## src/rtl/mflushpwr_ctrl_if.sv

```systemverilog
// Signal bundle between the mflushpwr controller and its CSR, L2-flush and difftest neighbours.
// The slave modport is the controller's view; master is the environment's view.
interface mflushpwr_if #(
    parameter int TIMEOUT_W = 16,
    parameter int COREID_W  = 8
);
    logic [COREID_W-1:0]  io_coreid;
    logic                 io_csr_wen;
    logic                 io_csr_wdata_flush;
    logic                 io_csr_wdata_pwr;
    logic                 io_csr_busy;
    logic                 io_status_l2FlushDone;
    logic                 io_l2_flush_req;
    logic                 io_l2_flush_ack;
    logic                 io_l2_flush_done;
    logic [TIMEOUT_W-1:0] io_timeout_cycles;
    logic                 io_pwr_down_req;
    logic                 io_evt_valid;
    logic                 io_evt_l2FlushDone;
    logic [COREID_W-1:0]  io_evt_coreid;

    modport slave (
        input  io_coreid, io_csr_wen, io_csr_wdata_flush, io_csr_wdata_pwr,
        input  io_l2_flush_ack, io_l2_flush_done, io_timeout_cycles,
        output io_csr_busy, io_status_l2FlushDone, io_l2_flush_req,
        output io_pwr_down_req, io_evt_valid, io_evt_l2FlushDone, io_evt_coreid
    );

    modport master (
        output io_coreid, io_csr_wen, io_csr_wdata_flush, io_csr_wdata_pwr,
        output io_l2_flush_ack, io_l2_flush_done, io_timeout_cycles,
        input  io_csr_busy, io_status_l2FlushDone, io_l2_flush_req,
        input  io_pwr_down_req, io_evt_valid, io_evt_l2FlushDone, io_evt_coreid
    );
endinterface

```

## src/rtl/mflushpwr_ctrl.sv

```systemverilog
// mflushpwr controller: CSR write -> L2 flush req/ack/done (with optional timeout) -> difftest
// event, optionally followed by a terminal power-down request.
module mflushpwr_ctrl #(
    parameter int TIMEOUT_W = 16,
    parameter int COREID_W  = 8
) (
    input  logic          clock,
    input  logic          reset,
    mflushpwr_if.slave    mfp
);
    typedef enum logic [2:0] {
        S_IDLE = 3'd0,
        S_REQ  = 3'd1,
        S_WAIT = 3'd2,
        S_EVT  = 3'd3,
        S_PWR  = 3'd4
    } state_t;

    state_t                r_state;
    state_t                w_next;
    logic [TIMEOUT_W-1:0]  r_cnt;
    logic [COREID_W-1:0]   r_coreid;
    logic                  r_pwr_latched;
    logic                  r_result;
    logic                  r_status;
    logic [TIMEOUT_W:0]    w_cnt_inc;
    logic                  w_timeout;

    // One extra bit so a saturated counter can never alias onto a programmed limit.
    assign w_cnt_inc = {1'b0, r_cnt} + {{TIMEOUT_W{1'b0}}, 1'b1};
    assign w_timeout = (mfp.io_timeout_cycles != '0) &&
                       (w_cnt_inc == {1'b0, mfp.io_timeout_cycles});

    always_ff @(posedge clock or negedge reset) begin
        if (!reset) r_state <= S_IDLE;
        else        r_state <= w_next;
    end

    always_comb begin
        w_next = r_state;
        case (r_state)
            S_IDLE: begin
                if (mfp.io_csr_wen && mfp.io_csr_wdata_flush)
                    w_next = S_REQ;
                else if (mfp.io_csr_wen && mfp.io_csr_wdata_pwr && r_status)
                    w_next = S_PWR;
            end
            S_REQ: begin
                if (mfp.io_l2_flush_ack)
                    w_next = mfp.io_l2_flush_done ? S_EVT : S_WAIT;
            end
            S_WAIT: begin
                if (mfp.io_l2_flush_done || w_timeout)
                    w_next = S_EVT;
            end
            S_EVT:   w_next = (r_pwr_latched && r_result) ? S_PWR : S_IDLE;
            S_PWR:   w_next = S_PWR;
            default: w_next = S_IDLE;
        endcase
    end

    always_ff @(posedge clock or negedge reset) begin
        if (!reset) begin
            r_cnt         <= '0;
            r_coreid      <= '0;
            r_pwr_latched <= 1'b0;
            r_result      <= 1'b0;
            r_status      <= 1'b0;
        end else begin
            case (r_state)
                S_IDLE: begin
                    if (mfp.io_csr_wen && mfp.io_csr_wdata_flush) begin
                        r_coreid      <= mfp.io_coreid;
                        r_pwr_latched <= mfp.io_csr_wdata_pwr;
                        r_status      <= 1'b0;
                    end else if (mfp.io_csr_wen && !mfp.io_csr_wdata_pwr) begin
                        r_status      <= 1'b0;
                    end
                end
                S_REQ: begin
                    if (mfp.io_l2_flush_ack) begin
                        r_cnt <= '0;
                        if (mfp.io_l2_flush_done) r_result <= 1'b1;
                    end
                end
                S_WAIT: begin
                    if (r_cnt != '1) r_cnt <= w_cnt_inc[TIMEOUT_W-1:0];
                    // Done takes priority over a coincident timeout.
                    if (mfp.io_l2_flush_done) r_result <= 1'b1;
                    else if (w_timeout)       r_result <= 1'b0;
                end
                S_EVT:   r_status <= r_result;
                default: ;
            endcase
        end
    end

    assign mfp.io_csr_busy           = (r_state != S_IDLE);
    assign mfp.io_status_l2FlushDone = r_status;
    assign mfp.io_l2_flush_req       = (r_state == S_REQ);
    assign mfp.io_pwr_down_req       = (r_state == S_PWR);
    assign mfp.io_evt_valid          = (r_state == S_EVT);
    assign mfp.io_evt_l2FlushDone    = (r_state == S_EVT) && r_result;
    assign mfp.io_evt_coreid         = (r_state == S_EVT) ? r_coreid : '0;
endmodule
```

## src/flat_wrapper.sv

```systemverilog
// flat-port wrapper written by rule: the top's interface ports become plain ports
module mflushpwr_ctrl_flat 
#(
    parameter int TIMEOUT_W = 16,
    parameter int COREID_W  = 8
)
  (clock, reset, mfp_io_coreid, mfp_io_csr_wen, mfp_io_csr_wdata_flush, mfp_io_csr_wdata_pwr, mfp_io_l2_flush_ack, mfp_io_l2_flush_done, mfp_io_timeout_cycles, mfp_io_csr_busy, mfp_io_status_l2FlushDone, mfp_io_l2_flush_req, mfp_io_pwr_down_req, mfp_io_evt_valid, mfp_io_evt_l2FlushDone, mfp_io_evt_coreid);
  mflushpwr_if #(.TIMEOUT_W(TIMEOUT_W), .COREID_W(COREID_W)) mfp_i ();
  input  logic clock;
  input  logic reset;
  input wire logic [$bits(mfp_i.io_coreid)-1:0] mfp_io_coreid;
  input wire logic [$bits(mfp_i.io_csr_wen)-1:0] mfp_io_csr_wen;
  input wire logic [$bits(mfp_i.io_csr_wdata_flush)-1:0] mfp_io_csr_wdata_flush;
  input wire logic [$bits(mfp_i.io_csr_wdata_pwr)-1:0] mfp_io_csr_wdata_pwr;
  input wire logic [$bits(mfp_i.io_l2_flush_ack)-1:0] mfp_io_l2_flush_ack;
  input wire logic [$bits(mfp_i.io_l2_flush_done)-1:0] mfp_io_l2_flush_done;
  input wire logic [$bits(mfp_i.io_timeout_cycles)-1:0] mfp_io_timeout_cycles;
  output wire logic [$bits(mfp_i.io_csr_busy)-1:0] mfp_io_csr_busy;
  output wire logic [$bits(mfp_i.io_status_l2FlushDone)-1:0] mfp_io_status_l2FlushDone;
  output wire logic [$bits(mfp_i.io_l2_flush_req)-1:0] mfp_io_l2_flush_req;
  output wire logic [$bits(mfp_i.io_pwr_down_req)-1:0] mfp_io_pwr_down_req;
  output wire logic [$bits(mfp_i.io_evt_valid)-1:0] mfp_io_evt_valid;
  output wire logic [$bits(mfp_i.io_evt_l2FlushDone)-1:0] mfp_io_evt_l2FlushDone;
  output wire logic [$bits(mfp_i.io_evt_coreid)-1:0] mfp_io_evt_coreid;
  assign mfp_i.io_coreid = mfp_io_coreid;
  assign mfp_i.io_csr_wen = mfp_io_csr_wen;
  assign mfp_i.io_csr_wdata_flush = mfp_io_csr_wdata_flush;
  assign mfp_i.io_csr_wdata_pwr = mfp_io_csr_wdata_pwr;
  assign mfp_i.io_l2_flush_ack = mfp_io_l2_flush_ack;
  assign mfp_i.io_l2_flush_done = mfp_io_l2_flush_done;
  assign mfp_i.io_timeout_cycles = mfp_io_timeout_cycles;
  assign mfp_io_csr_busy = mfp_i.io_csr_busy;
  assign mfp_io_status_l2FlushDone = mfp_i.io_status_l2FlushDone;
  assign mfp_io_l2_flush_req = mfp_i.io_l2_flush_req;
  assign mfp_io_pwr_down_req = mfp_i.io_pwr_down_req;
  assign mfp_io_evt_valid = mfp_i.io_evt_valid;
  assign mfp_io_evt_l2FlushDone = mfp_i.io_evt_l2FlushDone;
  assign mfp_io_evt_coreid = mfp_i.io_evt_coreid;
  mflushpwr_ctrl #(.TIMEOUT_W(TIMEOUT_W), .COREID_W(COREID_W)) u_core (.clock(clock), .reset(reset), .mfp(mfp_i));
endmodule
```

## config.mk

```make
export PLATFORM = sky130hd
export DESIGN_NAME = mflushpwr_ctrl_flat
export DESIGN_NICKNAME = d
export VERILOG_FILES = /design/src/rtl/mflushpwr_ctrl_if.sv /design/src/rtl/mflushpwr_ctrl.sv /design/src/flat_wrapper.sv
export SDC_FILE = /design/constraint.sdc
export NUM_CORES = 1
export LEC_CHECK = 0
export ABC_AREA = 0
export CAP_MARGIN = 20
export CORE_MARGIN = 2
export CORE_UTILIZATION = 50
export DETAILED_ROUTE_END_ITERATION = 10
export PLACE_DENSITY = 0.78
export SETUP_SLACK_MARGIN = 0.1
export SLEW_MARGIN = 20
export SYNTH_ARGS = -nofsm -noshare
export SYNTH_HDL_FRONTEND = slang
export SYNTH_SLANG_ARGS = --single-unit
```

## constraint.sdc

```tcl
create_clock -name clock -period 3.1 [get_ports clock]
set_clock_uncertainty 0.15 [all_clocks]
set_input_delay 0.62 -clock clock [delete_from_list [all_inputs] [get_ports clock]]
set_output_delay 0.62 -clock clock [all_outputs]
set_load 0.02 [all_outputs]
```

=== Yosys cells after proc, flatten, opt, wreduce, memory -nomap -nowiden ===
Cells that the tools add are included.

* Register bits after elaboration: 30
* Bits in latches: 0
* RAM bits: 0
* Memory bits (read-only): 0
* Input port bits: 31
* Output and inout bits: 14
* Memories: 0

* Add/subtract/negate cells: 1
* Multiply operators: 0
* Div/mod/pow operators: 0
* $lt $le $gt $ge: 0
* Equality and inequality tests: 13
* Shift-type cells: 0
* Muxes and demuxes: 19
* Bitwise operators: 0
* Reduce and logical (&&, ||, !) cells: 19

{| class="wikitable"
|+ Operator list
! cell !! number
|-
| 16-bit two-way mux || 2
|-
| 16-bit case mux with 2 select lines || 1
|-
| 16-bit by 1-bit adder with 17-bit output (second input constant) || 1
|-
| 17-bit by 16-bit == test with 1-bit output || 1
|-
| 16-bit inequality test (second input constant) || 1
|-
| 16-bit nonzero test || 1
|-
| 3-bit two-way mux || 5
|-
| 3-bit case mux with 5 select lines || 1
|-
| 8-bit two-way mux || 1
|-
| 1-bit logical AND || 7
|-
| 1-bit two-way mux || 7
|-
| 3-bit by 2-bit == test with 1-bit output (second input constant) || 2
|-
| 3-bit by 1-bit inequality test with 1-bit output (second input constant) || 2
|-
| 3-bit AND reduction || 2
|-
| 2-bit by 1-bit inequality test with 1-bit output (second input constant) || 2
|-
| 2-bit inequality test (second input constant) || 2
|-
| 1-bit case mux with 2 select lines || 2
|-
| 2-bit AND reduction || 2
|-
| 4-bit AND reduction || 1
|-
| 2-bit nonzero test || 2
|-
| 3-bit by 1-bit == test with 1-bit output (second input constant) || 1
|-
| 3-bit == test (second input constant) || 1
|-
| 3-bit logical NOT || 1
|-
| 3-bit by 2-bit inequality test with 1-bit output (second input constant) || 1
|-
| other kinds (3) || 3
|}

=== Logic depth before layout (Yosys ltp) ===
Gate-level depths: netlist of run 1.

* Depth after elaboration: 6
* Mapped depth: 8

=== Worst setup path after synthesis of run 1 ===
OpenSTA, ideal clock, no wires.

* Path kind: register to register
* From: register u_core.r_cnt[1]
* To: register u_core.r_result
* Arrival time: 2.398 ns
* Data required time: 2.829 ns
* Slack: 0.431 ns
* Cell stages (with the launch flop): 9
* Buffers on the path: 1
* Path through: dfrtp_1 > ha_1 > buf_2 > nand3_1 > nor3_1 > mux2i_1 > nand4_4 > or4b_1 > a22o_1

* Longest elaborated chain between the ends: 5

{| class="wikitable"
|+ Ends and longest elaborated chain
! element !! line !! text
|-
| start, declared || mflushpwr_ctrl.sv:21 || <nowiki>logic [TIMEOUT_W-1:0] r_cnt;</nowiki>
|-
| start signal, assigned || mflushpwr_ctrl.sv:87 || <nowiki>if (r_cnt != '1) r_cnt <= w_cnt_inc[TIMEOUT_W-1:0];</nowiki>
|-
| 16-bit by 1-bit adder with 17-bit output || mflushpwr_ctrl.sv:30 || <nowiki>assign w_cnt_inc = {1'b0, r_cnt} + {{TIMEOUT_W{1'b0}}, 1'b1};</nowiki>
|-
| 17-bit by 16-bit == test with 1-bit output || mflushpwr_ctrl.sv:32 || <nowiki>(w_cnt_inc == {1'b0, mfp.io_timeout_cycles});</nowiki>
|-
| 1-bit logical AND || mflushpwr_ctrl.sv:31 || <nowiki>assign w_timeout = (mfp.io_timeout_cycles != '0) &&</nowiki>
|-
| 3-bit by 2-bit inequality test with 1-bit output (no source line) || - ||
|-
| 4-bit AND reduction (no source line) || - ||
|-
| end signal, assigned || mflushpwr_ctrl.sv:67 || <nowiki>r_result <= 1'b0;</nowiki>
|-
| end signal, assigned || mflushpwr_ctrl.sv:83 || <nowiki>if (mfp.io_l2_flush_done) r_result <= 1'b1;</nowiki>
|-
| end signal, assigned || mflushpwr_ctrl.sv:89 || <nowiki>if (mfp.io_l2_flush_done) r_result <= 1'b1;</nowiki>
|-
| end, declared || mflushpwr_ctrl.sv:24 || <nowiki>logic r_result;</nowiki>
|}

No other way between the ends.
A chain may end at the register's enable or synchronous reset.

=== Final worst setup path of run 1 ===
* From: register u_core.r_cnt[0]
* To: register u_core.r_result

Same word-level chain as after synthesis.

==> impl_metrics.tcl, run 1 <==
set metrics [dict create \
    outcome "complete, no violations" \
    post_cts_resize_count 0 \
    drc 0 \
    antenna_found_initial 0 \
    cts_buffers 5 \
    routedWlPerCell_microns 16.5 \
    syn_to_final_growth_pct 29.6 \
    cts_setup_buffers 0 \
    finalNetCount 331 \
    hold_path.class "reg -> reg" \
    syn-cell-area_sq_mm 0.00217 \
    setup_violations 0 \
    viasPerCell 6.00 \
    dp_cells 342 \
    die_h_microns 69.8 \
    fin_crit_sh_pct 89.8 \
    grt_pass1_wl_microns 9460 \
    cts_tree "yes" \
    crit_type "reg -> reg" \
    pin_count 45 \
    cp_slowest_cell "dfrtp_1" \
    critPathMaxFanout 11 \
    gp_congestion 0.881 \
    critical_path.cell_chain "ha_1 > nand3_1 > nor3_1 > mux2i_1 > nand4_4 > or4b_1 > a22o_1" \
    reg2regPathDepth 7 \
    required_ns 3.12 \
    synth_flop_cell "dfrtp_1" \
    grt_pass1_vias 1932 \
    overflow 0 \
    dp_slack_ns 0.185 \
    relSlewSlack_pct 71.2 \
    p_per_area_mw_per_mm2 622 \
    synth_cell_types 50 \
    postCtsHoldBufs 0 \
    tightest_slew_ns 0.432 \
    period_minus_slack_ns 2.78 \
    stdcell_area_sq_mm 0.00281 \
    crit_buf_inv 0 \
    clkTransAtPathRegs_ns 0.06 \
    timing.fmax_mhz 359 \
    htreeDepth 2 \
    critPathTopFamily "simple AND/OR/NAND/NOR gates" \
    core_area_sq_mm 0.00409 \
    hpwl_microns 4260 \
    async_reset_ff_share_pct 100 \
    vdd_drop_max_uv 294 \
    slew_viol_final 0 \
    final_common_cell "clkdlybuf4s50_1" \
    grt.total_usage_pct 24.3 \
    initial_core_util_pct 53.0 \
    totalPowerFinal_uw 1750 \
    final.fill_count 334 \
    hold_path_depth 2 \
    synth_nets 283 \
    leakage_uw 0.00114 \
    clock-sinks 30 \
    rsz0062_at_grt "no" \
    critPathCaptureType "register" \
    worst_slack_ns 0.316 \
    layout-drive-gt1-share_pct 12.4 \
    insertion_delay_ns 0.28 \
    synth-edff-count 0 \
    diodes 0 \
    fin_setup_tns_ns 0 \
    yosysWarnings 0 \
    drtIter0Drc 131 \
    port_buffers 44 \
    die_w_microns 69.8 \
    drt_pre_antenna_iters 4 \
    clock_path_buffers 2 \
    row_count 23 \
    grt_max_degree 31 \
    finalHoldViolCount 0 \
    final_cell_mix "44 x clkdlybuf4s50_1, 30 x dfrtp_1, 25 x nand2_1" \
    synthCells 251 \
    dpl_cell_area_sq_mm 0.00270 \
    ant_nets 0 \
    critPathArrivalTime_ns 2.80 \
    seq_area_frac_synth_pct 34.6 \
    cap_violations 0 \
    ys_ff_latch 30 \
    fin_cells 349 \
    dieArea_sq_mm 0.00488 \
    clockRootBuffer "clkbuf_8" \
    vias 2094 \
    start_kind "register" \
    crit_cells 7 \
    wl_microns 5750 \
    avgSynthCellArea_sq_um 8.63 \
    cpPeakStageDelay_ns 0.56 \
]
==> power by group <==
group          total (uW)  switching (uW)  internal [uW]  leakage [uW]
registers             594             102            492      0.000388
logic                 749             394            354      0.000694
clock network         404             147            257     0.0000573
total                1750             644           1100       0.00114
==> cell families (layout without fill, tap and decap cells) <==
family	after synthesis	after routing	share of synthesized area (%)
multiplexers	12	12	6.12
buffers and inverters	19	67	3.81
XOR/XNOR	18	18	7.27
AO/OA/AOI/OAI	63	63	18.7
flip-flops	30	30	34.6
AND/OR/NAND/NOR	108	108	28.9
adder cells (fa/ha/maj)	1	1	0.577
==> final cells by class <==
| type | instances | area, sq um | share of cell area (%) |
|---|---|---|---|
| Multi-Input combinational cell | 202 | 1330 | 47.5 |
| Sequential cell | 30 | 751 | 26.7 |
| Timing Repair Buffer | 57 | 538 | 19.2 |
| Clock buffer | 6 | 82.6 | 2.94 |
| Tap cell | 50 | 62.6 | 2.23 |
| Clock inverter | 1 | 30.0 | 1.07 |
| Inverter | 3 | 11.3 | 0.401 |
==> metrics by stage <==
stage                     hold slack (ns)  util [%]
final                               0.332      68.7
after global routing                0.356      68.7
after CTS                           0.336      68.7
after detailed placement            0.322      66.0
after global placement              0.314      66.0
after floorplan                     0.174         -
==> cell usage after synthesis, drive strengths merged, types with 2 or more instances <==
cell type   n  share of area (%)
buf         9                2.1
a22o        2               0.81
mux2       10                5.2
nand4      10                4.3
clkbuf      7                1.2
o31ai       6                2.1
dfrtp      30                 35
mux2i       2               0.92
nand2      25                4.3
a21o        2               0.69
o21ai      23                5.3
nand3       9                2.3
nor3b       2               0.69
a21boi      2               0.69
nor2       19                3.3
and3        3               0.92
and4        2               0.81
and3b       2               0.81
xnor2      11                4.4
or4b        2               0.92
o211ai      3                1.0
a31oi       4                1.2
nor3        4               0.92
inv         3               0.52
xor2        7                2.8
or3         2               0.58
o41ai       3                1.2
and2       12                3.5
nor4        7                2.7
a21oi       9                2.1
nor2b       4                1.2
nand3b      2               0.69
==> final timing paths <==
check                                      from                 to  slack, ns
max                             u_core.r_cnt[0]    u_core.r_result       0.32
min                        u_core.r_pwr_latched  u_core.r_state[2]       0.33
max reg2reg                     u_core.r_cnt[0]    u_core.r_result       0.32
min reg2reg                u_core.r_pwr_latched  u_core.r_state[2]       0.33
max in group asynchronous                 reset    u_core.r_cnt[3]       1.94
min in group asynchronous                 reset    u_core.r_cnt[4]       0.58
==> flip-flops by register name (all words and copies together) (netlist names) <==
| name | flops |
|---|---|
| u_core.r_coreid | 8 |
| u_core.r_state | 3 |
| u_core.mfp.io_status_l2FlushDone | 1 |
| u_core.r_result | 1 |
| u_core.r_pwr_latched | 1 |
| u_core.r_cnt | 16 |
==> layer usage <==
metal / GRT usage, % / share of wire [%] / vias to the layer above
met5: 0 / 0 / -
met4: 7.69 / 0.84 / 0
li1: - / - / 1014
met2: 37.7 / 47 / 88
met1: 33.7 / 44 / 986
met3: 5.67 / 8.0 / 6
==> worst min-delay path: stages (launching register included) <==
cell and delay [ns]:
dfrtp_1 0.34, nand2_1 0.05, o31ai_1 0.06
(Power assumes the default switching activity.)
==> inputs of run 2 (changes only) <==
--- a/config.mk
+++ b/config.mk
@@ -6,11 +6,10 @@
 export NUM_CORES = 1
 export LEC_CHECK = 0
 export ABC_AREA = 0
-export CAP_MARGIN = 20
 export CORE_MARGIN = 2
-export CORE_UTILIZATION = 50
+export CORE_UTILIZATION = 51
 export DETAILED_ROUTE_END_ITERATION = 10
-export PLACE_DENSITY = 0.78
+export PLACE_DENSITY = 0.8
 export SETUP_SLACK_MARGIN = 0.1
 export SLEW_MARGIN = 20
 export SYNTH_ARGS = -nofsm -noshare
==> run 2 against run 1 <==
  * Final area decreased by 0.36%
  * Routed wire length decreased by 0.44%
  * Sequential cell count unchanged
  * Combinational power increased by 4.5%
  * Global-route usage increased by 0.62 points
  * Critical endpoint unchanged
  * Clock power decreased by 16%
  * First-iteration DRC count increased by 54%
  * Cell count increased by 0.57%
  * Core utilization increased by 0.24 points
  * Count of clock-buffer cells in the layout unchanged
==> impl_metrics.tcl, run 2 (same netlist as run 1, synthesis figures left out) <==
set metrics [dict create \
    clkTransAtPathRegs_ns 0.07 \
    cp_slowest_cell "or4b_1" \
    fin_crit_sh_pct 90.1 \
    r2r-start "u_core.r_cnt[2]" \
    final_common_cell "clkdlybuf4s50_1" \
    crit_type "reg -> reg" \
    swShare_pct 38.6 \
    leakage_uw 0.00113 \
    hpwl_microns 4370 \
    final_cell_mix "44 x clkdlybuf4s50_1, 30 x dfrtp_1, 25 x nand2_1" \
    cts_setup_buffers 0 \
    ant_nets 0 \
    cts_buffers 5 \
    hold_path.class "reg -> reg" \
    totalPowerFinal_uw 1690 \
    switchingPower_uw 654 \
    largest_register_ffs 16 \
    relSlewSlack_pct 63.2 \
    slew_viol_final 0 \
    antenna_found_initial 0 \
    cts_tree "yes" \
    timing.fmax_mhz 358 \
    pin_count 45 \
    holdPathEnd "u_core.r_state[2]" \
    fin_util_pct 69.0 \
    drc 0 \
    tightest_slew_ns 0.547 \
    core_area_sq_mm 0.00406 \
    gp_congestion 0.901 \
    reg_top3 "u_core.r_cnt x16, u_core.r_coreid x8, u_core.r_state x3" \
    clock-sinks 30 \
    r2r_setup_slack_ns 0.31 \
    r2r-end "u_core.r_result" \
    min_from "u_core.r_pwr_latched" \
    start_kind "register" \
    die_h_microns 69.2 \
    drt_pre_antenna_iters 4 \
    p_seq_share_pct 33.8 \
    clock_path_buffers 2 \
    dp_slack_ns 0.110 \
    crit_buf_inv 0 \
    critPathArrivalTime_ns 2.83 \
    clockRootBuffer "clkbuf_8" \
    hold_path_depth 2 \
    hold_ws_ns 0.340 \
    finalNetCount 332 \
    grt_pass1_vias 1986 \
    p_comb_share_pct 46.2 \
    row_count 23 \
    postCtsHoldBufs 0 \
    wl_microns 5720 \
    initial_core_util_pct 53.4 \
    drtIter0Drc 202 \
    p_int_uw 1040 \
    cap_violations 0 \
    routedWlPerCell_microns 16.3 \
    critPathMaxFanout 11 \
    post_cts_resize_count 0 \
    critical_path.cell_chain "nand3_1 > nor3_1 > mux2i_1 > nand4_4 > or4b_1 > a22o_1" \
    reg2regPathDepth 6 \
    fin_setup_tns_ns 0 \
    grt_max_degree 31 \
    critPathTopFamily "simple AND/OR/NAND/NOR gates" \
    diodes 0 \
    grt.total_usage_pct 25.0 \
    regMostFlops "u_core.r_cnt" \
    die_w_microns 69.2 \
    layout-drive-gt1-share_pct 13.0 \
    multi_input_area_sq_mm 0.00133 \
    power_frac_clock_pct 20.0 \
    final.fill_count 314 \
    viasPerCell 6.03 \
    finalHoldViolCount 0 \
    port_buffers 44 \
    dieArea_sq_mm 0.00479 \
    final-seq-area_sq_um 751 \
    grt_pass1_wl_microns 9560 \
    critPathCaptureType "register" \
    htreeDepth 2 \
    period_minus_slack_ns 2.79 \
    p_per_area_mw_per_mm2 605 \
    rsz0062_at_grt "no" \
    outcome "complete, no violations" \
    syn_to_final_growth_pct 29.2 \
    worst_slack_ns 0.308 \
    overflow 0 \
    required_ns 3.14 \
    vias 2117 \
    cpPeakStageDelay_ns 0.57 \
    insertion_delay_ns 0.29 \
    setup_violations 0 \
    vdd_drop_max_uv 326 \
]
-- run 2: changes by cell type in the layout (fill, tap and decap cells not counted), sizes merged --
cell	previous run	this run
clkinvlp	0	1
bufinv	1	0
buf	13	14
clkinv	0	1
-- run 2: stage by stage --
stage	instance area, sq um	std cells
3_3_place_gp	2700	343
2_1_floorplan	2170	251
5_1_grt	2800	351
6_report	2800	351
4_1_cts	2800	351
3_5_place_dp	2700	343
-- run 2: power by group through the flow --
stage	Combinational (uW)	Clock [uW]	Sequential [uW]
after floorplan	465	0	563
after detailed placement	781	0	578
after global routing	844	356	586
final	783	338	572
after global placement	766	0	572
after CTS	785	343	570
-- run 2: worst max-delay path by stage --
stage | startpoint | to | slack, ns | depth (start not counted)
after floorplan | u_core.r_cnt[1] | u_core.r_result | 0.43 | 8
after global placement | mfp_io_timeout_cycles[8] | u_core.r_result | 0.23 | 7
after detailed placement | mfp_io_timeout_cycles[7] | u_core.r_result | 0.11 | 6
after CTS | u_core.r_state[2] | mfp_io_evt_l2FlushDone | 0.31 | 3
after global routing | u_core.r_cnt[2] | u_core.r_result | 0.12 | 6
final | u_core.r_cnt[2] | u_core.r_result | 0.31 | 6
-- run 2: area by class of cell --
| cell class | instances | share of cell area [%] |
|---|---|---|
| clock inverters | 2 | 0.447 |
| repair buffers | 58 | 19.5 |
| flip-flops and latches | 30 | 26.8 |
| multi-input cells | 202 | 47.7 |
| clock buffers | 6 | 2.95 |
| inverters | 3 | 0.402 |
| well taps | 50 | 2.24 |
-- run 2: tightest hold or removal path: stages (launching register included) --
cell     delay [ns]
dfrtp_1        0.35
nand2_1        0.05
o31ai_1        0.05
-- run 2: routing by layer --
layer | share of wire, % | GRT usage, %
met1 | 45 | 35.1
met2 | 46 | 37.7
met3 | 7.1 | 3.63
met4 | 2.2 | 12.0
met5 | 0 | 0
==> inputs of run 3 (changes only) <==
--- a/config.mk
+++ b/config.mk
@@ -6,7 +6,6 @@
 export NUM_CORES = 1
 export LEC_CHECK = 0
 export ABC_AREA = 0
-export CORE_MARGIN = 2
 export CORE_UTILIZATION = 51
 export DETAILED_ROUTE_END_ITERATION = 10
 export PLACE_DENSITY = 0.8
==> run 3 against run 2 <==
  * Global-route usage is 4.0 points higher
  * Worst hold slack got worse by 0.0061 ns
  * Sequential cell count unchanged
  * Power rose by 0.25%
  * Largest power group unchanged
==> impl_metrics.tcl, run 3 (same netlist as run 1, synthesis figures left out) <==
set metrics [dict create \
    outcome "complete, no violations" \
    insertion_delay_ns 0.29 \
    critPathArrivalTime_ns 2.00 \
    overflow 0 \
    largest_register_ffs 16 \
    drc 0 \
    cts_setup_buffers 0 \
    vias 2115 \
    multi_input_area_sq_mm 0.00133 \
    min_from "u_core.r_pwr_latched" \
    period_minus_slack_ns 2.77 \
    dp_cells 343 \
    r2r-end "u_core.r_result" \
    final_common_cell "clkdlybuf4s50_1" \
    pin_count 45 \
    grt_max_degree 31 \
    holdPathEnd "u_core.r_state[2]" \
    relSlewSlack_pct 67.8 \
    reg2regPathDepth 6 \
    vdd_drop_max_uv 292 \
    critPathMaxFanout 11 \
    diodes 0 \
    layout-drive-gt1-share_pct 12.4 \
    totalPowerFinal_uw 1700 \
    crit_type "reg -> out" \
    finalHoldViolCount 0 \
    post_cts_resize_count 0 \
    hpwl_microns 4380 \
    row_count 23 \
    timing.fmax_mhz 361 \
    setup_violations 0 \
    r2r_setup_slack_ns 0.43 \
    clkTransAtPathRegs_ns 0.07 \
    gp_congestion 0.911 \
    required_ns 2.33 \
    cts_buffers 5 \
    r2r-start "u_core.r_cnt[8]" \
    viasPerCell 6.06 \
    start_kind "register" \
    drt_pre_antenna_iters 5 \
    postCtsHoldBufs 0 \
    final.fill_count 347 \
    initial_core_util_pct 53.8 \
    leakage_uw 0.00113 \
    hold_path.class "reg -> reg" \
    ant_nets 0 \
    cap_violations 0 \
    finalNetCount 332 \
    stdcell_area_sq_mm 0.00279 \
    p_per_area_mw_per_mm2 609 \
    routedWlPerCell_microns 16.9 \
    syn_to_final_growth_pct 28.6 \
    dieArea_sq_mm 0.00451 \
    tightest_slew_ns 0.479 \
    drtIter0Drc 152 \
    fin_cells 349 \
    fin_setup_tns_ns 0 \
    core_area_sq_mm 0.00403 \
    grt_pass1_wl_microns 9620 \
    grt.total_usage_pct 29.0 \
    port_buffers 44 \
    clock-sinks 30 \
    grt_pass1_vias 1989 \
    clockRootBuffer "clkbuf_8" \
    die_w_microns 67.2 \
    hold_path_depth 2 \
    antenna_found_initial 0 \
    critPathCaptureType "output pin" \
    final_cell_mix "44 x clkdlybuf4s50_1, 30 x dfrtp_1, 25 x nand2_1" \
    final-seq-area_sq_um 751 \
    dpl_cell_area_sq_mm 0.00270 \
    fin_crit_sh_pct 89.4 \
    rsz0062_at_grt "no" \
    wl_microns 5890 \
    cts_tree "yes" \
    die_h_microns 67.2 \
    regMostFlops "u_core.r_cnt" \
    slew_viol_final 0 \
    reg_top3 "u_core.r_cnt x16, u_core.r_coreid x8, u_core.r_state x3" \
    htreeDepth 2 \
    clock_path_buffers 2 \
]
## run 3: cell count changes in the layout (fill, tap and decap cells not counted), sizes merged
cell,previous run,this run
clkinvlp,1,0
clkinv,1,0
## run 3: routing by layer
metal	global-route usage, %	vias to the layer above	part of all wire (%)
met5	0	-	0
met4	12.8	0	1.9
met3	5.74	10	7.3
met2	44.4	102	46
met1	39.5	990	44
li1	-	1013	-
## run 3: worst max-delay path: stages, from the launching register on
cell and delay [ns]:
dfrtp_1 0.47, and3b_1 0.39, and2_1 0.23, clkdlybuf4s50_1 0.62
## run 3: metrics by stage
stage	worst slack, ns	util (%)	hold slack (ns)
after global placement	0.232	67.1	0.309
after CTS	0.319	69.2	0.342
after floorplan	0.431	-	0.174
final	0.330	69.2	0.334
after global routing	0.233	69.2	0.376
after detailed placement	0.161	67.1	0.329
## run 3: worst max-delay path by stage
stage | startpoint | end | slack, ns | cells after the start
global placement | mfp_io_timeout_cycles[8] | u_core.r_result | 0.23 | 7
floorplan | u_core.r_cnt[1] | u_core.r_result | 0.43 | 8
global route | u_core.r_state[1] | mfp_io_evt_l2FlushDone | 0.23 | 3
finish | u_core.r_state[1] | mfp_io_evt_l2FlushDone | 0.33 | 3
CTS | u_core.r_state[2] | mfp_io_evt_l2FlushDone | 0.32 | 3
detailed placement | mfp_io_timeout_cycles[8] | u_core.r_result | 0.16 | 7
## run 3: where the power goes
part	total, uW	switching (uW)	internal, uW	leakage [uW]
clock	318	147	171	0.0000431
combinational	804	427	376	0.000698
sequential	576	83.6	492	0.000388
## run 3: layout make-up
type | count | area share [%]
multi-input cells | 202 | 47.9
flip-flops and latches | 30 | 26.9
repair buffers | 58 | 19.6
clock buffers | 6 | 2.96
well taps | 50 | 2.25
inverters | 3 | 0.404
